File: src/rtl/rf_dump_reader.sv
// Register-file dump sequencer: walks register numbers first..last through one read
// port and streams (number, value) beats over a valid/ready interface.
module rf_dump_reader #(
  parameter int DW = 32,
  parameter int AW = 5
) (
  input  logic          clk_i,
  input  logic          rst_ni,
  input  logic          start_i,
  input  logic [AW-1:0] first_i,
  input  logic [AW-1:0] last_i,
  input  logic          abort_i,
  output logic [AW-1:0] rd_num_o,
  input  logic [DW-1:0] rd_data_i,
  output logic          out_valid_o,
  input  logic          out_ready_i,
  output logic [AW-1:0] out_num_o,
  output logic [DW-1:0] out_data_o,
  output logic          busy_o,
  output logic          done_o
);

  // state | meaning: IDLE wait start | READ capture when output free | DRAIN last beat pending | FIN done pulse
  typedef enum logic [1:0] {S_IDLE, S_READ, S_DRAIN, S_FIN} state_e;

  state_e        state_q, state_d;
  logic [AW-1:0] ptr_q, ptr_d;
  logic [AW-1:0] end_q, end_d;
  logic [AW-1:0] out_num_q, out_num_d;
  logic [DW-1:0] out_data_q, out_data_d;
  logic          out_valid_q, out_valid_d;

  always_comb begin
    state_d     = state_q;
    ptr_d       = ptr_q;
    end_d       = end_q;
    out_num_d   = out_num_q;
    out_data_d  = out_data_q;
    out_valid_d = out_valid_q;
    case (state_q)
      S_IDLE: begin
        if (start_i) begin
          if (first_i <= last_i) begin
            ptr_d   = first_i;
            end_d   = last_i;
            state_d = S_READ;
          end else begin
            state_d = S_FIN;
          end
        end
      end
      S_READ: begin
        // Abort wins over a capture in the same cycle; any pending beat is dropped.
        if (abort_i) begin
          out_valid_d = 1'b0;
          state_d     = S_FIN;
        end else if (!out_valid_q || out_ready_i) begin
          out_num_d   = ptr_q;
          out_data_d  = rd_data_i;
          out_valid_d = 1'b1;
          if (ptr_q == end_q) begin
            state_d = S_DRAIN;
          end else begin
            ptr_d = ptr_q + {{(AW-1){1'b0}}, 1'b1};
          end
        end
      end
      S_DRAIN: begin
        if (abort_i || (out_valid_q && out_ready_i)) begin
          out_valid_d = 1'b0;
          state_d     = S_FIN;
        end
      end
      S_FIN: begin
        state_d = S_IDLE;
      end
      default: begin
        state_d = S_IDLE;
      end
    endcase
  end

  always_ff @(posedge clk_i or negedge rst_ni) begin
    if (!rst_ni) begin
      state_q     <= S_IDLE;
      ptr_q       <= '0;
      end_q       <= '0;
      out_num_q   <= '0;
      out_data_q  <= '0;
      out_valid_q <= 1'b0;
    end else begin
      state_q     <= state_d;
      ptr_q       <= ptr_d;
      end_q       <= end_d;
      out_num_q   <= out_num_d;
      out_data_q  <= out_data_d;
      out_valid_q <= out_valid_d;
    end
  end

  assign rd_num_o    = ptr_q;
  assign out_valid_o = out_valid_q;
  assign out_num_o   = out_num_q;
  assign out_data_o  = out_data_q;
  assign busy_o      = (state_q != S_IDLE);
  assign done_o      = (state_q == S_FIN);

endmodule

File: config.mk
export PLATFORM = sky130hd
export DESIGN_NAME = rf_dump_reader
export DESIGN_NICKNAME = d
export VERILOG_FILES = /design/src/rtl/rf_dump_reader.sv
export SDC_FILE = /design/constraint.sdc
export NUM_CORES = 1
export LEC_CHECK = 0
export BUFFER_PORTS_ARGS = -buffer_cell sky130_fd_sc_hd__buf_2
export CAP_MARGIN = 30
export CORE_ASPECT_RATIO = 2
export CORE_UTILIZATION = 44
export DETAILED_ROUTE_END_ITERATION = 12
export GPL_TIMING_DRIVEN = 0
export HOLD_SLACK_MARGIN = 0.12
export PLACE_DENSITY = 0.84
export SYNTH_ARGS = -nofsm -noshare
export SYNTH_HDL_FRONTEND = slang
export SYNTH_SLANG_ARGS = --single-unit
File: constraint.sdc
create_clock -name clk_i -period 2.1 [get_ports clk_i]
set_input_delay 0.105 -clock clk_i [delete_from_list [all_inputs] [get_ports clk_i]]
set_output_delay 0.105 -clock clk_i [all_outputs]
set_load 0.02 [all_outputs]
# Word-level counts from Yosys, hierarchy flattened
# Index checks and enable logic that the tools add are counted.
[op_classes]
add_sub_neg = 1
order_cmp = 1
eq_ne = 12
mux = 17
bitwise_logic = 1
n_reduce_logical = 13
[op_table]
columns = ["operator", "n"]
rows = [
  ["2-to-1 mux 5 bit", 5],
  ["2-to-1 mux 2 bit", 6],
  ["inequality test 2 bit, second input constant", 6],
  ["one-hot mux 5 bit (2 select lines)", 1],
  ["AND reduction 3 bit", 3],
  ["one-hot mux 2 bit (4 select lines)", 1],
  ["inequality test 3 bit, second input constant", 2],
  ["AND reduction 6 bit", 1],
  ["nonzero test 2 bit", 3],
  ["adder 5 x 1 -> 5 bit, second input constant", 1],
  ["equality test 5 bit", 1],
  ["less-or-equal comparator 5 bit", 1],
  ["equality test 2 bit, second input constant", 2],
  ["AND reduction 4 bit", 1],
  ["2-to-1 mux 1 bit", 3],
  ["equality test 2 x 1 -> 1 bit, second input constant", 1],
  ["logical NOT 2 bit", 1],
  ["logical OR 1 bit", 2],
  ["one-hot mux 1 bit (2 select lines)", 1],
  ["logical AND 1 bit", 1],
  ["logical NOT 1 bit", 1],
  ["inverter 1 bit", 1],
]
[totals]
reg_bits = 50
in_bits = 47
out_inout_bits = 45
elab_cells = 51

# Longest topological paths before layout
[logic_depth]
word_depth = 5
depth_mapped = 8
mapped_depth_nobuf = 7

# Worst setup path after synthesis
# Ideal clock, no wire load.
[synth_timing]
path_kind = "flip-flop to flip-flop"
startpoint = "register state_q[0]"
endpoint = "register ptr_q[2], in the netlist rd_num_o[2]"
arrival_time_ps = 1907
required_ps = 1976
slack_ps = 69
path_stages_with_launch = 9
path_buffers = 1
path_cell_list = "dfrtp_1 > inv_1 > ha_1 > inv_1 > a41o_1 > a31oi_1 > clkbuf_1 > nor4_1 > a211o_1"
[synth_between]
elab_chain_len = 3
[synth_rtl]
columns = ["element", "line", "text"]
rows = [
  ["from (decl)", "26", "state_e state_q, state_d;"],
  ["from (signal assigned)", "92", "state_q <= state_d;"],
  ["equality test 2 x 1 -> 1 bit or logical NOT 2 bit (tied branches)", "40", "case (state_q)"],
  ["inequality test 2 bit (no line) or nonzero test 2 bit (tied branches)", "--", ""],
  ["AND reduction 6 bit (no line)", "--", ""],
  ["to (signal assigned)", "93", "ptr_q <= ptr_d;"],
  ["to (decl)", "27", "logic [AW-1:0] ptr_q, ptr_d;"],
]
# Several ways; a longest one is shown, not always the timed one.
# A chain may end at the register's enable or synchronous reset.

# Final worst setup path
# Same ends and word-level chain as after synthesis.

==> run summary <==
Flops & latches, synth: 50
Max Slew Vio Count: 0
Tot Pwr: 5.15 mW
Hold crit path type: in -> reg
Core box area: 5180 um^2
Area delta synth->final: 45.8%
Post-synth EDFFs: 0
Max Fclk: 496 MHz
CTS buffer count: 5
DR vias: 2068
Status: finished clean
CP arrival: 2200 ps
Setup CP Type: reg -> reg
Post-route DRC: 0
WL/cell: 16.5 um
Clk sinks: 50
Placed inst area: 2920 um^2
CTS max path bufs: 2
H-tree depth: 2
Final wirelength: 6320 um
Fin nets: 383
Via-to-Cell Ratio: 5.39
Hpwl dp: 4530 um
Total die area: 5710 um^2
Fin crit period: 2020 ps
Global-route wire length before repair: 9850 um
GRT Total Usage: 24.4%
Pin count of the biggest net entering global routing: 27
Clk_lat worst skew: 300 ps
Yosys cell types: 38
Syn avg cell area: 12.7 um^2
R2R depth: 8
Fin. Hold Viols: 0
Utilization after layout: 66.7%
Buffers on Ports: 91
Startpoint types: flop
Post-route ant nets: 0
Synth Warn #: 0
Power Density: 1490 nW/um^2
Mapped Area: 2370 um^2
Relative slew slack: 59.9%
Cells after DPL: 337
Vias in the first global route: 2223
CTS tree: done
Cell Count, Final, Fillers Out: 384
P_leak: 1.66 nW
# setup viols final: 0
Commonest non-fill, non-tap cell in the layout: buf_2
Height of the die: 106 um
Max VDD drop: 0.946 mV
Cells after synthesis: 187
Fill count: 387
Predominant post-synthesis flop cell: dfrtp_1
Worst hold path depth: 3
Root buf cell: clkbuf_8
Standard-cell rows: 37
Async S/R FF share, synth: 100%
Commonest cells after routing, fill and taps aside: 94 x buf_2, 50 x dfrtp_1, 43 x mux2_2
Tcrit/Tclk final: 96.1%
Diodes inserted: 0
Tightest Pin Transition: 601 ps
Max Cap Violations: 0
Share of layout cells above drive strength 1: 48.5%
Initial Util: 45.8%
Capturing element type of the critical path: flop
Clock-pin slew on the worst setup and hold paths: 80 ps
Clk_skew: 2.47 ps
Routability cong.: 0.765
Crit path required time: 2280 ps
CP Max Fanout: 6
Total grt overflow: 0
Die extent in x: 53.9 um
Ports: 92
Setup TNS Final: 0 ps
Sequential share of the synthesized area: 52.7%
Design area: 3460 um^2
Drt pass-1 iters: 4
Synthesized Nets: 244
Antenna violations before repair: 0
Initial drt markers: 54
==> registers in the layout, summed over array words and instances, names as in the netlist <==
register / flops
end_q: 5
out_data_o: 32
rd_num_o: 5
out_num_o: 5
out_valid_o: 1
state_q: 2
==> worst max-delay path, stage by stage, from the launching register on <==
cell and delay (ps):
dfrtp_1 450, inv_2 140, ha_4 200, inv_1 90, a41o_1 220, a31oi_2 230, clkbuf_4 230, nor4_1 60
a211o_1 280
==> Yosys cell counts (2+ instances only) <==
cell type	count	area share [%]
a21oi_1	5	1.1
a221oi_1	2	0.74
a32oi_1	2	0.74
and2_1	2	0.53
buf_2	3	0.63
clkbuf_1	2	0.32
dfrtp_1	50	53
ha_1	10	5.3
inv_1	14	2.2
mux2_2	43	20
mux2i_1	3	1.3
nand2_1	5	0.79
nand2b_1	2	0.53
nand3_1	2	0.42
nand3b_1	2	0.63
nor2_1	4	0.63
nor2b_1	2	0.53
nor4_1	3	0.79
o21ai_0	5	1.1
o41ai_1	4	1.5
xor2_1	5	1.8
==> routing by layer <==
layer | track usage [%] | wire (um) | up-vias
li1 | - | - | 951
met1 | 21.3 | 2070 | 1014
met2 | 46.6 | 3730 | 83
met3 | 4.76 | 278 | 20
met4 | 12.8 | 242 | 0
met5 | 0 | 0 | -
==> cell type report <==
cell class	instances	area (um^2)	area share (%)
repair buffers	133	878	25.4
well taps	58	72.6	2.10
multi-input cells	116	1100	31.7
clock buffers	7	76.3	2.21
plain buffers	6	31.3	0.904
inverters	14	52.6	1.52
flip-flops and latches	50	1250	36.2
==> per-stage QoR <==
stage | setup WS, ps | hold slack (ps)
3_5_place_dp | -293 | 151
2_1_floorplan | 69.2 | -191
4_1_cts | 1.37 | 146
6_report | 82.4 | 151
5_1_grt | -6.22 | 153
3_3_place_gp | -205 | 337
==> path summary, 6_finish.rpt <==
check                             start       endpoint  slack [ps]
max                          state_q[0]    rd_num_o[2]          80
min                          first_i[1]    rd_num_o[1]         150
max reg2reg                  state_q[0]    rd_num_o[2]          80
min reg2reg                out_num_o[2]   out_num_o[2]         510
max in group asynchronous        rst_ni  out_data_o[7]        1210
min in group asynchronous        rst_ni    rd_num_o[0]         350
==> where the power goes <==
part           switching (mW)  internal, mW
logic                    1.58          1.25
registers               0.343          1.46
clock network           0.284         0.230
==> cells by family after synthesis <==
group	share of synthesized area, %
muxes	21.7
AOI/OAI and AO/OA	8.91
adders and majority gates	5.27
DFF	52.7
and+or+nand+nor	6.01
xor gates and xnor gates	1.85
buffers and inverters	3.53
==> repair_timing <==
| action | 4_1_cts | 5_1_grt |
|---|---|---|
| gates resized for setup | 7 | 10 |
| endpoints found under the hold margin | 63 | 0 |
| endpoints found under the setup margin | 35 | 38 |
| cloned | 1 | 0 |
| hold buffers | 39 | 0 |
| buffers inserted | 0 | 1 |
| pin swaps | 0 | 2 |
Power figures use the tool's default switching activity.
